File: src/rtl/fnd_apb_pkg.sv
// Shared types and constants for the FND APB scheduler.
//   state_t     : scheduler FSM states
//   ADDR_*      : FND slave register addresses
//   write_addr  : APB address of the n-th write in an update (FDR, FPR, FCR)
//   write_word  : zero-extended APB write data of the n-th write in an update
package fnd_apb_pkg;

    typedef enum logic [1:0] {IDLE, SETUP, ACCESS, DWELL} state_t;

    localparam logic [3:0] ADDR_FCR = 4'h0;
    localparam logic [3:0] ADDR_FDR = 4'h4;
    localparam logic [3:0] ADDR_FPR = 4'h8;

    localparam int DATA_W = 14;
    localparam int DP_W   = 4;

    function automatic logic [3:0] write_addr(input logic [1:0] idx);
        case (idx)
            2'd0:    write_addr = ADDR_FDR;
            2'd1:    write_addr = ADDR_FPR;
            default: write_addr = ADDR_FCR;
        endcase
    endfunction

    function automatic logic [31:0] write_word(input logic [1:0]        idx,
                                               input logic [DATA_W-1:0] data,
                                               input logic [DP_W-1:0]   dp,
                                               input logic              en);
        case (idx)
            2'd0:    write_word = {{(32-DATA_W){1'b0}}, data};
            2'd1:    write_word = {{(32-DP_W){1'b0}}, dp};
            default: write_word = {31'd0, en};
        endcase
    endfunction

endpackage

File: src/rtl/fnd_apb_scheduler_rr_arbiter.sv
// Combinational round-robin arbiter.
//   req   : request vector
//   ptr   : index searched first; the search wraps from N-1 back to 0
//   grant : one-hot winner (all zero when no request is set)
//   valid : at least one request is set
module rr_arbiter #(
    parameter int N = 4
) (
    input  logic [N-1:0]         req,
    input  logic [$clog2(N)-1:0] ptr,
    output logic [N-1:0]         grant,
    output logic                 valid
);

    localparam int PW = $clog2(N);

    logic [PW-1:0] idx;

    always_comb begin
        // NOTE: every variable gets a default before the loop, otherwise paths
        // that never hit a set request would infer latches.
        grant = '0;
        valid = 1'b0;
        idx   = '0;
        for (int i = 0; i < N; i++) begin
            idx = PW'((int'(ptr) + i) % N);
            if (!valid && req[idx]) begin
                grant[idx] = 1'b1;
                valid      = 1'b1;
            end
        end
    end

endmodule

File: src/rtl/fnd_apb_scheduler.sv
// APB master sharing the FND display among NUM_REQ requesters.
// A round-robin winner is latched and pushed to the slave as three writes
// (FDR, FPR, FCR); a dwell period then keeps it on the display.
//   PCLK, PRESETn         : clock, asynchronous active-low reset
//   req/req_data/req_dp/req_en : per-requester level request and packed payload
//   gnt                   : one-hot requester being serviced
//   ack                   : one-cycle pulse when that requester's update completed
//   err                   : one-cycle pulse when a write timed out waiting for PREADY
//   busy                  : FSM is not IDLE
//   PADDR..PENABLE        : APB master outputs; PREADY/PRDATA from the slave
module fnd_apb_scheduler
    import fnd_apb_pkg::*;
#(
    parameter int NUM_REQ = 4,
    parameter int DWELL   = 100000,
    parameter int TIMEOUT = 16
) (
    input  logic                  PCLK,
    input  logic                  PRESETn,
    input  logic [NUM_REQ-1:0]    req,
    input  logic [NUM_REQ*14-1:0] req_data,
    input  logic [NUM_REQ*4-1:0]  req_dp,
    input  logic [NUM_REQ-1:0]    req_en,
    output logic [NUM_REQ-1:0]    gnt,
    output logic [NUM_REQ-1:0]    ack,
    output logic                  err,
    output logic                  busy,
    output logic [3:0]            PADDR,
    output logic [31:0]           PWDATA,
    output logic                  PWRITE,
    output logic                  PSEL,
    output logic                  PENABLE,
    input  logic                  PREADY,
    input  logic [31:0]           PRDATA
);

    localparam int PW = $clog2(NUM_REQ);
    localparam int TW = $clog2(TIMEOUT + 1);
    localparam int DW = $clog2(DWELL + 1);

    // The state literal shares its name with the DWELL parameter.
    localparam state_t ST_DWELL = fnd_apb_pkg::DWELL;

    state_t            state;
    logic [1:0]        wcnt;
    logic              gap;
    logic [PW-1:0]     rr_ptr;
    logic [TW-1:0]     tcnt;
    logic [DW-1:0]     dcnt;
    logic [DATA_W-1:0] lat_data;
    logic [DP_W-1:0]   lat_dp;
    logic              lat_en;

    logic [NUM_REQ-1:0] arb_gnt;
    logic               arb_valid;
    logic [PW-1:0]      sel_idx;
    logic [PW-1:0]      next_ptr;
    logic [DATA_W-1:0]  sel_data;
    logic [DP_W-1:0]    sel_dp;
    logic               sel_en;
    logic [1:0]         wnext;

    // Reads are never issued.
    logic unused_prdata;
    assign unused_prdata = ^PRDATA;

    rr_arbiter #(.N(NUM_REQ)) u_arb (
        .req   (req),
        .ptr   (rr_ptr),
        .grant (arb_gnt),
        .valid (arb_valid)
    );

    // Payload of the arbitration winner, picked from the packed inputs.
    always_comb begin
        sel_idx  = '0;
        sel_data = '0;
        sel_dp   = '0;
        sel_en   = 1'b0;
        for (int i = 0; i < NUM_REQ; i++) begin
            if (arb_gnt[i]) begin
                sel_idx  = PW'(i);
                sel_data = req_data[i*DATA_W +: DATA_W];
                sel_dp   = req_dp[i*DP_W +: DP_W];
                sel_en   = req_en[i];
            end
        end
    end

    assign next_ptr = (sel_idx == PW'(NUM_REQ - 1)) ? '0 : sel_idx + PW'(1);
    assign wnext    = wcnt + 2'd1;
    assign PWRITE   = PSEL;

    // NOTE: all state, including the latched payload, uses non-blocking
    // assignments and is cleared by the asynchronous reset so nothing stale
    // can reach the bus after PRESETn.
    always_ff @(posedge PCLK or negedge PRESETn) begin
        if (!PRESETn) begin
            state    <= IDLE;
            wcnt     <= '0;
            gap      <= 1'b0;
            rr_ptr   <= '0;
            tcnt     <= '0;
            dcnt     <= '0;
            lat_data <= '0;
            lat_dp   <= '0;
            lat_en   <= 1'b0;
            gnt      <= '0;
            ack      <= '0;
            err      <= 1'b0;
            busy     <= 1'b0;
            PADDR    <= '0;
            PWDATA   <= '0;
            PSEL     <= 1'b0;
            PENABLE  <= 1'b0;
        end else begin
            ack <= '0;
            err <= 1'b0;
            case (state)
                IDLE: begin
                    if (arb_valid) begin
                        gnt      <= arb_gnt;
                        lat_data <= sel_data;
                        lat_dp   <= sel_dp;
                        lat_en   <= sel_en;
                        rr_ptr   <= next_ptr;
                        wcnt     <= '0;
                        gap      <= 1'b0;
                        busy     <= 1'b1;
                        state    <= SETUP;
                        // Outputs are registered, so the first SETUP phase is
                        // already on the bus in the cycle after the grant.
                        PSEL     <= 1'b1;
                        PENABLE  <= 1'b0;
                        PADDR    <= write_addr(2'd0);
                        PWDATA   <= write_word(2'd0, sel_data, sel_dp, sel_en);
                    end
                end
                SETUP: begin
                    // gap marks the idle bus cycle between two writes; the
                    // visible SETUP phase (PSEL=1, PENABLE=0) is one cycle.
                    if (gap) begin
                        gap  <= 1'b0;
                        PSEL <= 1'b1;
                    end else begin
                        PENABLE <= 1'b1;
                        tcnt    <= '0;
                        state   <= ACCESS;
                    end
                end
                ACCESS: begin
                    if (PREADY) begin
                        PSEL    <= 1'b0;
                        PENABLE <= 1'b0;
                        tcnt    <= '0;
                        if (wcnt != 2'd2) begin
                            wcnt   <= wnext;
                            gap    <= 1'b1;
                            PADDR  <= write_addr(wnext);
                            PWDATA <= write_word(wnext, lat_data, lat_dp, lat_en);
                            state  <= SETUP;
                        end else begin
                            ack   <= gnt;
                            gnt   <= '0;
                            dcnt  <= '0;
                            state <= ST_DWELL;
                        end
                    end else if (tcnt == TW'(TIMEOUT - 1)) begin
                        // Slave never answered: drop the rest of the update.
                        PSEL    <= 1'b0;
                        PENABLE <= 1'b0;
                        tcnt    <= '0;
                        err     <= 1'b1;
                        gnt     <= '0;
                        dcnt    <= '0;
                        state   <= ST_DWELL;
                    end else begin
                        tcnt <= tcnt + TW'(1);
                    end
                end
                ST_DWELL: begin
                    if (dcnt == DW'(DWELL - 1)) begin
                        busy  <= 1'b0;
                        state <= IDLE;
                    end else begin
                        dcnt <= dcnt + DW'(1);
                    end
                end
                default: state <= IDLE;
            endcase
        end
    end

endmodule

File: config.mk
export PLATFORM = sky130hd
export DESIGN_NAME = fnd_apb_scheduler
export DESIGN_NICKNAME = d
export VERILOG_FILES = /design/src/rtl/fnd_apb_pkg.sv /design/src/rtl/fnd_apb_scheduler_rr_arbiter.sv /design/src/rtl/fnd_apb_scheduler.sv
export SDC_FILE = /design/constraint.sdc
export NUM_CORES = 1
export LEC_CHECK = 0
export CAP_MARGIN = 10
export CORE_MARGIN = 2
export CORE_UTILIZATION = 55
export DETAILED_ROUTE_END_ITERATION = 8
export DONT_BUFFER_PORTS = 1
export PLACE_DENSITY = 0.7
export SLEW_MARGIN = 10
export SYNTH_ARGS = -nofsm -noshare
export SYNTH_HDL_FRONTEND = slang
export SYNTH_SLANG_ARGS = --single-unit
export TNS_END_PERCENT = 50
File: constraint.sdc
create_clock -name PCLK -period 7 [get_ports PCLK]
set_input_delay 0.35 -clock PCLK [delete_from_list [all_inputs] [get_ports PCLK]]
set_output_delay 0.35 -clock PCLK [all_outputs]
set_load 0.1 [all_outputs]
# == Word level (Yosys, flattened, before mapping) ==
# Cells that the tools add are included.
# word_totals
regBits,96
in_bits,115
output_inout_bits,49
wordCells,173
# op_classes
addsub,7
n_lt_le_gt_ge,8
n_eq_ne,17
n_mux,94
bitwise_logic,3
n_reduce_logical,27
# op_table
cell,count
2-to-1 mux 32 bit,3
2-to-1 mux 4 bit,18
2-to-1 mux 17 bit,4
case mux 32 bit (2 select lines),1
2-to-1 mux 14 bit,4
case mux 17 bit (2 select lines),1
2-to-1 mux 1 bit,29
case mux 14 bit (2 select lines),1
AND reduction 4 bit,7
2-to-1 mux 2 bit,12
case mux 4 bit (2 select lines),3
adder 17 x 1 -> 17 bit (second input constant),1
== test 17 bit (second input constant),1
!= test 2 bit (second input constant),8
2-to-1 mux 5 bit,3
< comparator 2 x 3 -> 1 bit (second input constant),4
bitwise OR 4 bit,3
case mux 5 bit (2 select lines),1
case mux 1 bit (3 select lines),3
binary-select mux 1 bit (select 2 bit),4
demux 1 bit (select 2 bit),4
greater-or-equal comparator 2 x 1 -> 1 bit (second input constant),4
case mux 2 bit (4 select lines),1
nonzero test 2 bit,4
15 further kinds,32

# == Longest topological paths before layout ==
# Gate-level depths: netlist of the first run.
# depth
word_depth,18
mapped_depth,12
mapped_depth_nobuf,9

# == Hierarchy ==
# From an unflattened synthesis of the first run, not the netlist that was laid out.
# unflattened
cells_unflattened,541
area_unflattened_um2,4754.6
# by_module_without_submodules
module,n_inst,cells_per_inst,area_per_inst_um2,seq_area_each_um2
fnd_apb_scheduler,1,479,4260.3,1901.8
rr_arbiter,1,62,494.2,0.0

# == Least setup slack after synthesis of the first run ==
# OpenSTA, ideal clock, no wires.
# synth_timing
path_kind,register -> register
start,register rr_ptr[0]
end,register PWDATA[13]
setup_time_ns,0.134
arrival_time_ns,3.020
required_time_ns,6.866
slack_ns,3.845
path_stages_with_launch,12
path_buffers,3
period_less_slack_ns,3.155
cell_sequence,dfrtp_1 > buf_2 > inv_1 > ha_1 > buf_2 > mux4_2 > a221o_1 > a22o_1 > clkbuf_1 > a21o_1 > a221oi_1 > o22ai_1
# synth_between
elab_chain_len,18
word_cells_on_any_way,56
classes_between,add/sub (3); order compare (8); eq/ne (1); mux (30); bitwise (3); reduce/logical (11)
# synth_rtl
element,line,rtl
"start, declared",fnd_apb_scheduler.sv:47,logic [PW-1:0] rr_ptr;
"start signal, assigned",fnd_apb_scheduler.sv:126,rr_ptr <= next_ptr;
"parallel branches: the longest is 18 deep, another holds < comparator 2 x 3 -> 1 bit",n/a,
"end signal, assigned",fnd_apb_scheduler.sv:136,"PWDATA <= write_word(2'd0, sel_data, sel_dp, sel_en);"
"end signal, assigned",fnd_apb_scheduler.sv:160,"PWDATA <= write_word(wnext, lat_data, lat_dp, lat_en);"
"end, declared",fnd_apb_scheduler.sv:29,"output logic [31:0] PWDATA,"
# Parallel ways; which one is timed is not known. The select of a mux whose other input is x is not followed.
# A chain may end at the register's enable or synchronous reset.

# == Worst setup path after layout of the first run ==
# layout_timing
start,register rr_ptr[0]
end,register lat_data[5]
# layout_between
elab_chain_len,16
word_cells_on_any_way,53
classes_between,add/sub (3); order compare (8); mux (28); bitwise (3); reduce/logical (11)
# layout_rtl
element,line,rtl
"parallel branches: the longest is 16 deep, another holds < comparator 2 x 3 -> 1 bit",n/a,
"end signal, assigned",fnd_apb_scheduler.sv:123,lat_data <= sel_data;
"end, declared",fnd_apb_scheduler.sv:50,logic [DATA_W-1:0] lat_data;
# Parallel ways; which one is timed is not known. The select of a mux whose other input is x is not followed.

==> results.yml, run 1 <==
status:
  status: "completed"
layout:
  drive_gt1_share_pct: 8.53
  syn2layout_area_growth_pct: 5.06
  num-fill-cells: 708
  finish.net_count: 591
  post_layout_nonfiller_instances: 572
power_and_ir_drop:
  power_per_cell_area_mw_per_mm2: 600
  max-vdd-ir-drop_mv: 0.289
  leakage_nw: 2.07
setup_path:
  max_stage_delay_ns: 0.85
  path_cells: "inv_1, ha_1, mux4_2, inv_1, a221oi_2, o2bb2ai_2, nor2b_2, a221oi_1, o21ai_0"
  critPathCapture: "lat_data[5]$_DFFE_PN0P_"
  worst_r2r_startpoint: "rr_ptr[0]$_DFFE_PN0P_"
  path_max_fanout: 23
  worstSetupStartpoint: "rr_ptr[0]$_DFFE_PN0P_"
  crit_required_ns: 7.22
  timing.critical_path.max_delay_family: "compound AO/OA/AOI/OAI gates"
  reg2reg_to: "lat_data[5]$_DFFE_PN0P_"
  timing.critical_path.buf_inv: 2
  r2r_cells: 9
  worstSetupEndpointType: "flop"
  cp_slowest_cell: "sky130_fd_sc_hd__o2bb2ai_2"
  critical_path_type: "flop to flop"
  stages_on_the_worst_setup_path: 9
  reg2reg_slack_ns: 2.68
  worst_setup_path_start_kind: "flop"
  critPathMostFrequentCell: "sky130_fd_sc_hd__inv_1"
  critical_path_arrival_ns: 4.54
route:
  viasPerCell: 6.18
  drt_pre_antenna_iters: 5
  route.vias.total: 3535
  initialDrtViolationCount: 254
  drc_violation_count_after_routing: 0
  route.detailed.wl_per_inst_um: 18.3
  drt-total-wl_um: 10500
  detail-route-antenna-nets: 0
timing:
  finalSetupViolations: 0
  fin_crit_sh_pct: 61.7
  setup_total_negative_slack_ns: 0
  hold_ws_ns: 0.0835
  max-slew-margin-rel_pct: 27.8
  timing.final.crit_period_ns: 4.32
  grt_setup_unrepaired: "false"
  final_hold_viol_count: 0
  worst_margin_pin_slew_ns: 1.08
  postLayoutSetupSlackWorst_ns: 2.68
  max_freq_ghz: 0.232
  skew_ns: 0.0128
  timing.final.max_slew_violations: 0
yosys:
  synthCells: 480
  share_of_the_synthesized_area_in_the_top_cell_type_pct: 43.0
  synth_largest_area_cell: "sky130_fd_sc_hd__dfrtp_1"
  synth-warning-count: 0
  synth_area_leaders: "sky130_fd_sc_hd__dfrtp_1, sky130_fd_sc_hd__o21ai_0, sky130_fd_sc_hd__nor2_1"
  mappedNetlistArea_mm2: 0.00442
  synth.most_common_cell: "sky130_fd_sc_hd__dfrtp_1"
  average_footprint_of_a_synthesized_cell_um2: 9.22
  netlist-cell-type-count: 53
  number_of_enable_type_register_cells_in_the_synthesized_netlist: 0
  synth-seq-cells: 76
  ys_top_cells_by_count: "sky130_fd_sc_hd__dfrtp_1, sky130_fd_sc_hd__nor2_1, sky130_fd_sc_hd__nand2_1, sky130_fd_sc_hd__o21ai_0"
  synth-async-reset-ratio_pct: 100
  yosys_most_used_dff: "sky130_fd_sc_hd__dfrtp_1"
  ys_seq_area_share_pct: 43.0
clocking:
  tritoncts: "built"
  clk_path_buf_depth: 2
  ctsHtreeMaxLevel: 3
  clk_pin_slew_worst_paths_ns: 0.08
  postCtsSetupRepairBufs: 0
  cts_root_buf: "sky130_fd_sc_hd__clkbuf_8"
  numClockSinks: 76
  tritoncts.num_buffers: 9
  clock_latency_ns: 0.36
placement:
  place_worst_setup_slack_ns: 2.68
  dpl.cell_count: 553
  io_buffers: 0
  weighted_congestion_reported_at_the_end_of_routability_driven_placement: 0.876
  detailed_place_hpwl_um: 7390
global_routing:
  pin_count_of_the_biggest_net_entering_global_routing: 77
  first_global_vias: 3432
  grt_overflow_total: 0
  global_route_wire_length_before_repair_um: 17000
  track_usage_pct: 24.6
  initial_antenna_violation_count: 1
floorplan:
  floorplan_die_width_um: 93.7
  die_ar_mm2: 0.00878
  placementRows: 32
  core_area_mm2: 0.00777
  pin_count: 164
  initial_core_util_pct: 57.0
  dieHeight_um: 93.7
hold_path:
  min_delay_path_depth: 1
  hold_path.class: "input port to flop"
  hp-start: "PREADY"
run:
  drv.max_cap_violation_count: 0
-- how the worst min path moves through the flow --
| stage | to |
|---|---|
| floorplan | PADDR[2]$_DFFE_PN0P_ |
| global placement | tcnt[3]$_DFFE_PN0P_ |
| detailed placement | tcnt[0]$_DFFE_PN0P_ |
| CTS | err$_DFF_PN0_ |
| global route | err$_DFF_PN0_ |
| finish | err$_DFF_PN0_ |
-- where the power goes --
group          internal (mW)  total [mW]  switching (mW)
logic                  0.443        1.17           0.732
registers              0.589        1.24           0.648
clock network          0.210       0.379           0.169
-- cell usage in the layout, fill, tap and decap left out, drive strengths merged, types with 2 or more instances in the layout --
cell     instances
or2              2
o22ai           12
and3             4
nand2           41
a221oi          21
nor3            10
buf              3
conb            20
and2             5
nor2b            3
a21oi           23
nor3b            4
xor2            10
a22o             6
nor4bb           3
mux4             3
o211ai           5
bufinv           2
inv              8
a21o            19
nor2            45
clkbuf          10
clkinv           5
o21ai           57
nand2b           5
a22oi            6
dfrtp           76
o2bb2ai          2
xnor2            6
nand3           14
nor4             5
mux2i            3
mux2             3
ha              12
-- routing by layer --
| metal | vias up | track usage, % | part of all wire [%] |
|---|---|---|---|
| li1 | 1671 | - | - |
| met1 | 1732 | 32.2 | 42 |
| met2 | 116 | 39.4 | 49 |
| met3 | 16 | 7.14 | 7.0 |
| met4 | 0 | 8.09 | 1.7 |
| met5 | - | 0 | 0 |
-- flip-flops by register name, summed over array words and instances, names as in the netlist, 4 cells and up --
signal    flops
dcnt         17
ack           4
PWDATA       14
gnt           4
lat_dp        4
tcnt          5
lat_data     14
-- through the flow --
step | total power, mW | utilization (%) | instance area (um^2)
after floorplan | 2.16 | - | 4500
after global placement | 2.36 | 56.4 | 4380
after detailed placement | 2.40 | 56.4 | 4380
after CTS | 2.79 | 59.8 | 4650
after global routing | 2.98 | 59.8 | 4650
final | 2.79 | 59.8 | 4650
-- cells by family (layout without fill, tap and decap cells) --
group / count (synthesis) / count (layout) / synth area share (%)
AO/OA/AOI/OAI: 159 / 159 / 24.2
flip-flops: 76 / 76 / 43.0
XOR/XNOR: 16 / 16 / 3.17
adder cells (fa/ha/maj): 12 / 12 / 3.39
buffers and inverters: 59 / 29 / 6.99
other: 1 / 21 / 0.0848
multiplexers: 9 / 9 / 2.97
AND/OR/NAND/NOR: 148 / 148 / 16.3
-- what timing repair did --
action / CTS / global route
endpoints found under the hold margin: 76 / 0
hold buffers: 2 / 0
gates resized for setup: 0 / 0
endpoints found under the setup margin: 0 / 0
-- layout make-up --
type | instances | area [um^2] | share of cell area [%]
repair buffers | 4 | 52.6 | 1.13
multi-input cells | 364 | 2300 | 49.6
well taps | 102 | 128 | 2.75
clock inverters | 6 | 87.6 | 1.88
flip-flops and latches | 76 | 1900 | 40.9
inverters | 9 | 33.8 | 0.727
diodes | 1 | 2.50 | 0.0538
clock buffers | 10 | 138 | 2.96
(Power assumes the default switching activity.)
==> run 2: changes to the inputs <==
PLACE_DENSITY = 0.73   (was 0.7)
clock period = 3.5 ns   (was 7 ns; I/O delays follow)
==> run 2 against run 1 <==
  * Setup slack worse by 2.3 ns
  * Register-to-register slack worse by 2.3 ns
  * Largest power group is now combinational cells
  * Cell area up 1.9%
  * Sequential power up 97%
  * Sequential share of layout area down 0.78 points
  * Critical path depth down 1
  * Wire length up 3.4%
==> results.yml, run 2 (synthesis results as in run 1) <==
route:
  viasPerCell: 6.22
  route.vias.total: 3630
  drt-met1-wl_um: 4500
  initialDrtViolationCount: 198
  drt-total-wl_um: 10900
  detail-route-antenna-nets: 0
  drt_pre_antenna_iters: 4
  highest_layer: "met4"
  drc_violation_count_after_routing: 0
  route.detailed.wl_per_inst_um: 18.6
  met2WireLength_um: 5390
  met3_length_um: 814
layout:
  largest_register_ff_count: 17
  layout.cells.most_common_list: "sky130_fd_sc_hd__dfrtp_1, sky130_fd_sc_hd__nor2_1, sky130_fd_sc_hd__nand2_1"
  layout.core_utilization_pct: 61.0
  total_area_of_multi_input_combinational_cells_mm2: 0.00231
  final_common_cell: "sky130_fd_sc_hd__dfrtp_1"
  reg_top3: "dcnt (17), PWDATA (14), lat_data (14)"
  syn2layout_area_growth_pct: 7.10
  final-seq-area_mm2: 0.00190
  finish.net_count: 604
  num-fill-cells: 655
  drive_gt1_share_pct: 10.8
  largest-register: "dcnt"
  diodes: 0
clocking:
  numClockSinks: 76
  tritoncts.num_buffers: 9
  clk_pin_slew_worst_paths_ns: 0.09
  cts_root_buf: "sky130_fd_sc_hd__clkbuf_8"
  clock_latency_ns: 0.36
  clk_path_buf_depth: 2
  ctsHtreeMaxLevel: 3
  tritoncts: "built"
global_routing:
  first_global_vias: 3528
  initial_antenna_violation_count: 0
  grt_overflow_total: 0
  track_usage_pct: 25.3
  global_route_wire_length_before_repair_um: 17300
  pin_count_of_the_biggest_net_entering_global_routing: 77
placement:
  weighted_congestion_reported_at_the_end_of_routability_driven_placement: 0.920
  detailed_place_hpwl_um: 7650
  io_buffers: 0
  place_worst_setup_slack_ns: 0.155
timing:
  skew_ns: 0.0100
  setup_total_negative_slack_ns: 0
  timing.final.crit_period_ns: 3.08
  max_freq_ghz: 0.325
  fin_crit_sh_pct: 88.0
  finalSetupViolations: 0
  max-slew-margin-rel_pct: 34.7
  final_hold_viol_count: 0
  grt_setup_unrepaired: "false"
  timing.final.max_slew_violations: 0
  postLayoutSetupSlackWorst_ns: 0.421
  worst_margin_pin_slew_ns: 0.980
setup_path:
  worstSetupEndpointType: "flop"
  path_max_fanout: 20
  path_cells: "inv_1, ha_1, mux4_2, a221o_1, a22o_1, a21o_1, a221oi_1, o21ai_0"
  cp_slowest_cell: "sky130_fd_sc_hd__mux4_2"
  timing.critical_path.max_delay_family: "compound AO/OA/AOI/OAI gates"
  timing.critical_path.buf_inv: 1
  max_stage_delay_ns: 0.56
  crit_required_ns: 3.73
  critical_path_arrival_ns: 3.31
  worst_setup_path_start_kind: "flop"
  critical_path_type: "flop to flop"
power_and_ir_drop:
  leakage_nw: 2.13
  p_sw_share_pct: 55.2
  intPower_mw: 2.55
  share_of_total_power_in_combinational_logic_pct: 45.2
  max-vdd-ir-drop_mv: 0.826
  share_clk_of_total_power_pct: 12.0
  share_seq_of_total_power_pct: 42.8
  power_per_cell_area_mw_per_mm2: 1200
  power.switching_mw: 3.15
  final_total_pwr_mw: 5.70
status:
  status: "completed"
floorplan:
  pin_count: 164
  core_area_mm2: 0.00777
  placementRows: 32
  floorplan_die_width_um: 93.7
  initial_core_util_pct: 57.0
  dieHeight_um: 93.7
  die_ar_mm2: 0.00878
hold_path:
  hold_path.class: "input port to flop"
run:
  drv.max_cap_violation_count: 0
## run 2: stage by stage
| step | cells | hold slack (ns) | cell area [um^2] |
|---|---|---|---|
| 2_1_floorplan | 499 | -0.121 | 4500 |
| 3_3_place_gp | 561 | -0.119 | 4440 |
| 3_5_place_dp | 561 | -0.119 | 4440 |
| 4_1_cts | 580 | 0.00398 | 4690 |
| 5_1_grt | 584 | 0.0135 | 4740 |
| 6_report | 584 | 0.00886 | 4740 |
## run 2: worst paths after layout
kind                                    startpoint                  endpoint  slack (ns)  cells after the start
setup / recovery             rr_ptr[1]$_DFFE_PN0P_   lat_data[5]$_DFFE_PN0P_        0.42                      8
hold / removal                        req_data[24]  lat_data[10]$_DFFE_PN0P_       0.009                      2
setup reg to reg             rr_ptr[1]$_DFFE_PN0P_   lat_data[5]$_DFFE_PN0P_        0.42                      8
hold reg to reg            lat_data[4]$_DFFE_PN0P_   lat_data[4]$_DFFE_PN0P_        0.49                      2
max in group asynchronous                  PRESETn          PSEL$_DFFE_PN0P_        2.82                      2
min in group asynchronous                  PRESETn       dcnt[6]$_DFFE_PN0P_        0.39                      2
## run 2: layer usage
layer  global-route usage (%)  vias up
li1                         -     1699
met1                     32.2     1765
met2                     43.0      151
met3                     5.22       15
met4                     8.45        0
met5                        0        -
## run 2: power by group through the flow
| stage | clock network [mW] | registers (mW) | logic (mW) |
|---|---|---|---|
| after floorplan | 0 | 2.31 | 2.01 |
| after global placement | 0 | 2.45 | 2.37 |
| after detailed placement | 0 | 2.46 | 2.45 |
| after CTS | 0.693 | 2.44 | 2.47 |
| after global routing | 0.731 | 2.49 | 2.85 |
| final | 0.684 | 2.44 | 2.58 |
## run 2: worst reg2reg max path: stages, from the launching register on
cell	delay, ns
sky130_fd_sc_hd__dfrtp_1	0.35
sky130_fd_sc_hd__inv_1	0.11
sky130_fd_sc_hd__ha_1	0.36
sky130_fd_sc_hd__mux4_2	0.56
sky130_fd_sc_hd__a221o_1	0.38
sky130_fd_sc_hd__a22o_1	0.46
sky130_fd_sc_hd__a21o_1	0.27
sky130_fd_sc_hd__a221oi_1	0.32
sky130_fd_sc_hd__o21ai_0	0.15
## run 2: timing repair
item | 4_1_cts | 5_1_grt
hold buffers | 3 | 0
endpoints found under the setup margin | 0 | 23
hold endpoints to repair | 77 | 0
gates resized for setup | 0 | 1
setup buffers | 0 | 4
## run 2: area by class of cell
class	instances	area share, %
Tap cell	102	2.69
Inverter	9	0.713
Timing Repair Buffer	17	3.49
Clock inverter	7	1.61
Sequential cell	76	40.2
Multi-Input combinational cell	364	48.7
Clock buffer	9	2.61
==> run 3: changes to the inputs <==
CORE_UTILIZATION = 58   (was 55)
PLACE_DENSITY = 0.76   (was 0.73)
==> run 3 against run 2 <==
  * Combinational power is essentially flat
  * Global-route usage up 0.75 points
  * Critical endpoint unchanged
  * First-iteration DRC count decreased by 13%
  * Sequential power hardly changed
  * Hold slack improved by 0.0098 ns
==> results.yml, run 3 (synthesis results as in run 1) <==
status:
  status: "completed"
setup_path:
  critical_path_arrival_ns: 3.43
  critical_path_type: "flop to flop"
  critPathMostFrequentCell: "sky130_fd_sc_hd__inv_1"
  cp_slowest_cell: "sky130_fd_sc_hd__dfrtp_2"
  worst_setup_path_start_kind: "flop"
  worstSetupEndpointType: "flop"
  r2r_cells: 10
  reg2reg_to: "lat_data[5]$_DFFE_PN0P_"
  worstSetupStartpoint: "rr_ptr[1]$_DFFE_PN0P_"
  crit_required_ns: 3.71
  reg2reg_slack_ns: 0.29
  path_max_fanout: 18
  max_stage_delay_ns: 0.48
  path_cells: "inv_1, ha_1, mux4_2, inv_1, a2111oi_0, o2bb2ai_1, nor2b_2, buf_12, a221oi_1, o21ai_0"
  worst_r2r_startpoint: "rr_ptr[1]$_DFFE_PN0P_"
layout:
  layout.cells.most_common_list: "sky130_fd_sc_hd__dfrtp_1, sky130_fd_sc_hd__nor2_1, sky130_fd_sc_hd__nand2_1"
  final-seq-area_mm2: 0.00190
  syn2layout_area_growth_pct: 7.69
  largest_register_ff_count: 17
  largest-register: "dcnt"
  num-fill-cells: 596
  drive_gt1_share_pct: 10.8
  total_area_of_multi_input_combinational_cells_mm2: 0.00230
  diodes: 0
  reg_top3: "dcnt (17), PWDATA (14), lat_data (14)"
  final_common_cell: "sky130_fd_sc_hd__dfrtp_1"
  layout.core_utilization_pct: 65.0
  finish.net_count: 602
global_routing:
  track_usage_pct: 26.0
  pin_count_of_the_biggest_net_entering_global_routing: 77
  global_route_wire_length_before_repair_um: 17200
  initial_antenna_violation_count: 0
  grt_overflow_total: 0
  first_global_vias: 3404
timing:
  worst_margin_pin_slew_ns: 0.980
  fin_crit_sh_pct: 91.8
  timing.final.max_slew_violations: 0
  timing.final.crit_period_ns: 3.21
  finalSetupViolations: 0
  final_hold_viol_count: 0
  skew_ns: 0.00993
  max-slew-margin-rel_pct: 34.6
  max_freq_ghz: 0.311
  setup_total_negative_slack_ns: 0
  grt_setup_unrepaired: "false"
clocking:
  ctsHtreeMaxLevel: 3
  numClockSinks: 76
  cts_root_buf: "sky130_fd_sc_hd__clkbuf_8"
  tritoncts: "built"
  clk_pin_slew_worst_paths_ns: 0.08
  clk_path_buf_depth: 2
  clock_latency_ns: 0.35
  tritoncts.num_buffers: 9
hold_path:
  min_delay_path_depth: 2
  hold_path.class: "input port to flop"
  hold_path_end: "lat_data[10]$_DFFE_PN0P_"
  hp-start: "req_data[24]"
placement:
  io_buffers: 0
  weighted_congestion_reported_at_the_end_of_routability_driven_placement: 0.873
  detailed_place_hpwl_um: 7570
floorplan:
  placementRows: 31
  initial_core_util_pct: 60.4
  pin_count: 164
  floorplan_die_width_um: 91.3
  dieHeight_um: 91.3
  core_area_mm2: 0.00733
  die_ar_mm2: 0.00834
run:
  drv.max_cap_violation_count: 0
route:
  met3_length_um: 866
  highest_layer: "met4"
  drt_pre_antenna_iters: 4
  met2WireLength_um: 5290
  drt-total-wl_um: 10700
  route.detailed.wl_per_inst_um: 18.5
  drt-met1-wl_um: 4410
  drc_violation_count_after_routing: 0
  initialDrtViolationCount: 173
  route.vias.total: 3609
  detail-route-antenna-nets: 0
  viasPerCell: 6.23
power_and_ir_drop:
  power_per_cell_area_mw_per_mm2: 1220
  max-vdd-ir-drop_mv: 0.748
  leakage_nw: 2.14
## run 3: cell type report
cell class | instances | share of cell area, %
well taps | 99 | 2.60
flip-flops and latches | 76 | 40.0
clock inverters | 4 | 1.47
repair buffers | 15 | 3.41
clock buffers | 12 | 3.47
multi-input cells | 364 | 48.4
inverters | 9 | 0.709
## run 3: worst max path at each step
stage	end	slack, ns
after CTS	lat_data[5]$_DFFE_PN0P_	0.02
final	lat_data[5]$_DFFE_PN0P_	0.29
after global routing	lat_data[5]$_DFFE_PN0P_	0.03
after floorplan	PWDATA[13]$_DFFE_PN0P_	0.35
after detailed placement	lat_data[5]$_DFFE_PN0P_	0.002
after global placement	PWDATA[5]$_DFFE_PN0P_	0.17
## run 3: metrics by stage
step           hold slack, ns  cells  power (mW)  area [um^2]  worst slack, ns
6_report               0.0187    579        5.82         4760            0.288
5_1_grt                0.0109    579        6.18         4760           0.0300
3_5_place_dp           -0.119    556        4.93         4440          0.00181
2_1_floorplan          -0.121    499        4.32         4500            0.345
4_1_cts               0.00550    575        5.73         4720           0.0193
3_3_place_gp           -0.118    556        4.83         4440            0.172
## run 3: where the power goes
group	internal (mW)	switching (mW)
combinational	1.04	1.54
clock	0.458	0.321
sequential	1.18	1.28
total	2.68	3.14
## run 3: what timing repair did
action                     CTS  global route
setup endpoints to repair    0            33
hold buffers                 3             0
buffers inserted             0             4
hold endpoints to repair    77             0
gates resized for setup      0             2
## run 3: critical path: cells and delay by family (launching register included)
kind                     cells  cell delay (ns)
buffers and inverters        3             0.43
multiplexers                 1             0.39
adder cells (fa/ha/maj)      1             0.30
AND/OR/NAND/NOR              1             0.25
flip-flops                   1             0.48
AO/OA/AOI/OAI                4             1.22
## run 3: metal layers
metal	vias up	track usage [%]
met1	1746	33.5
met3	10	8.88
li1	1687	-
met2	166	41.5
met4	0	8.21
met5	-	0
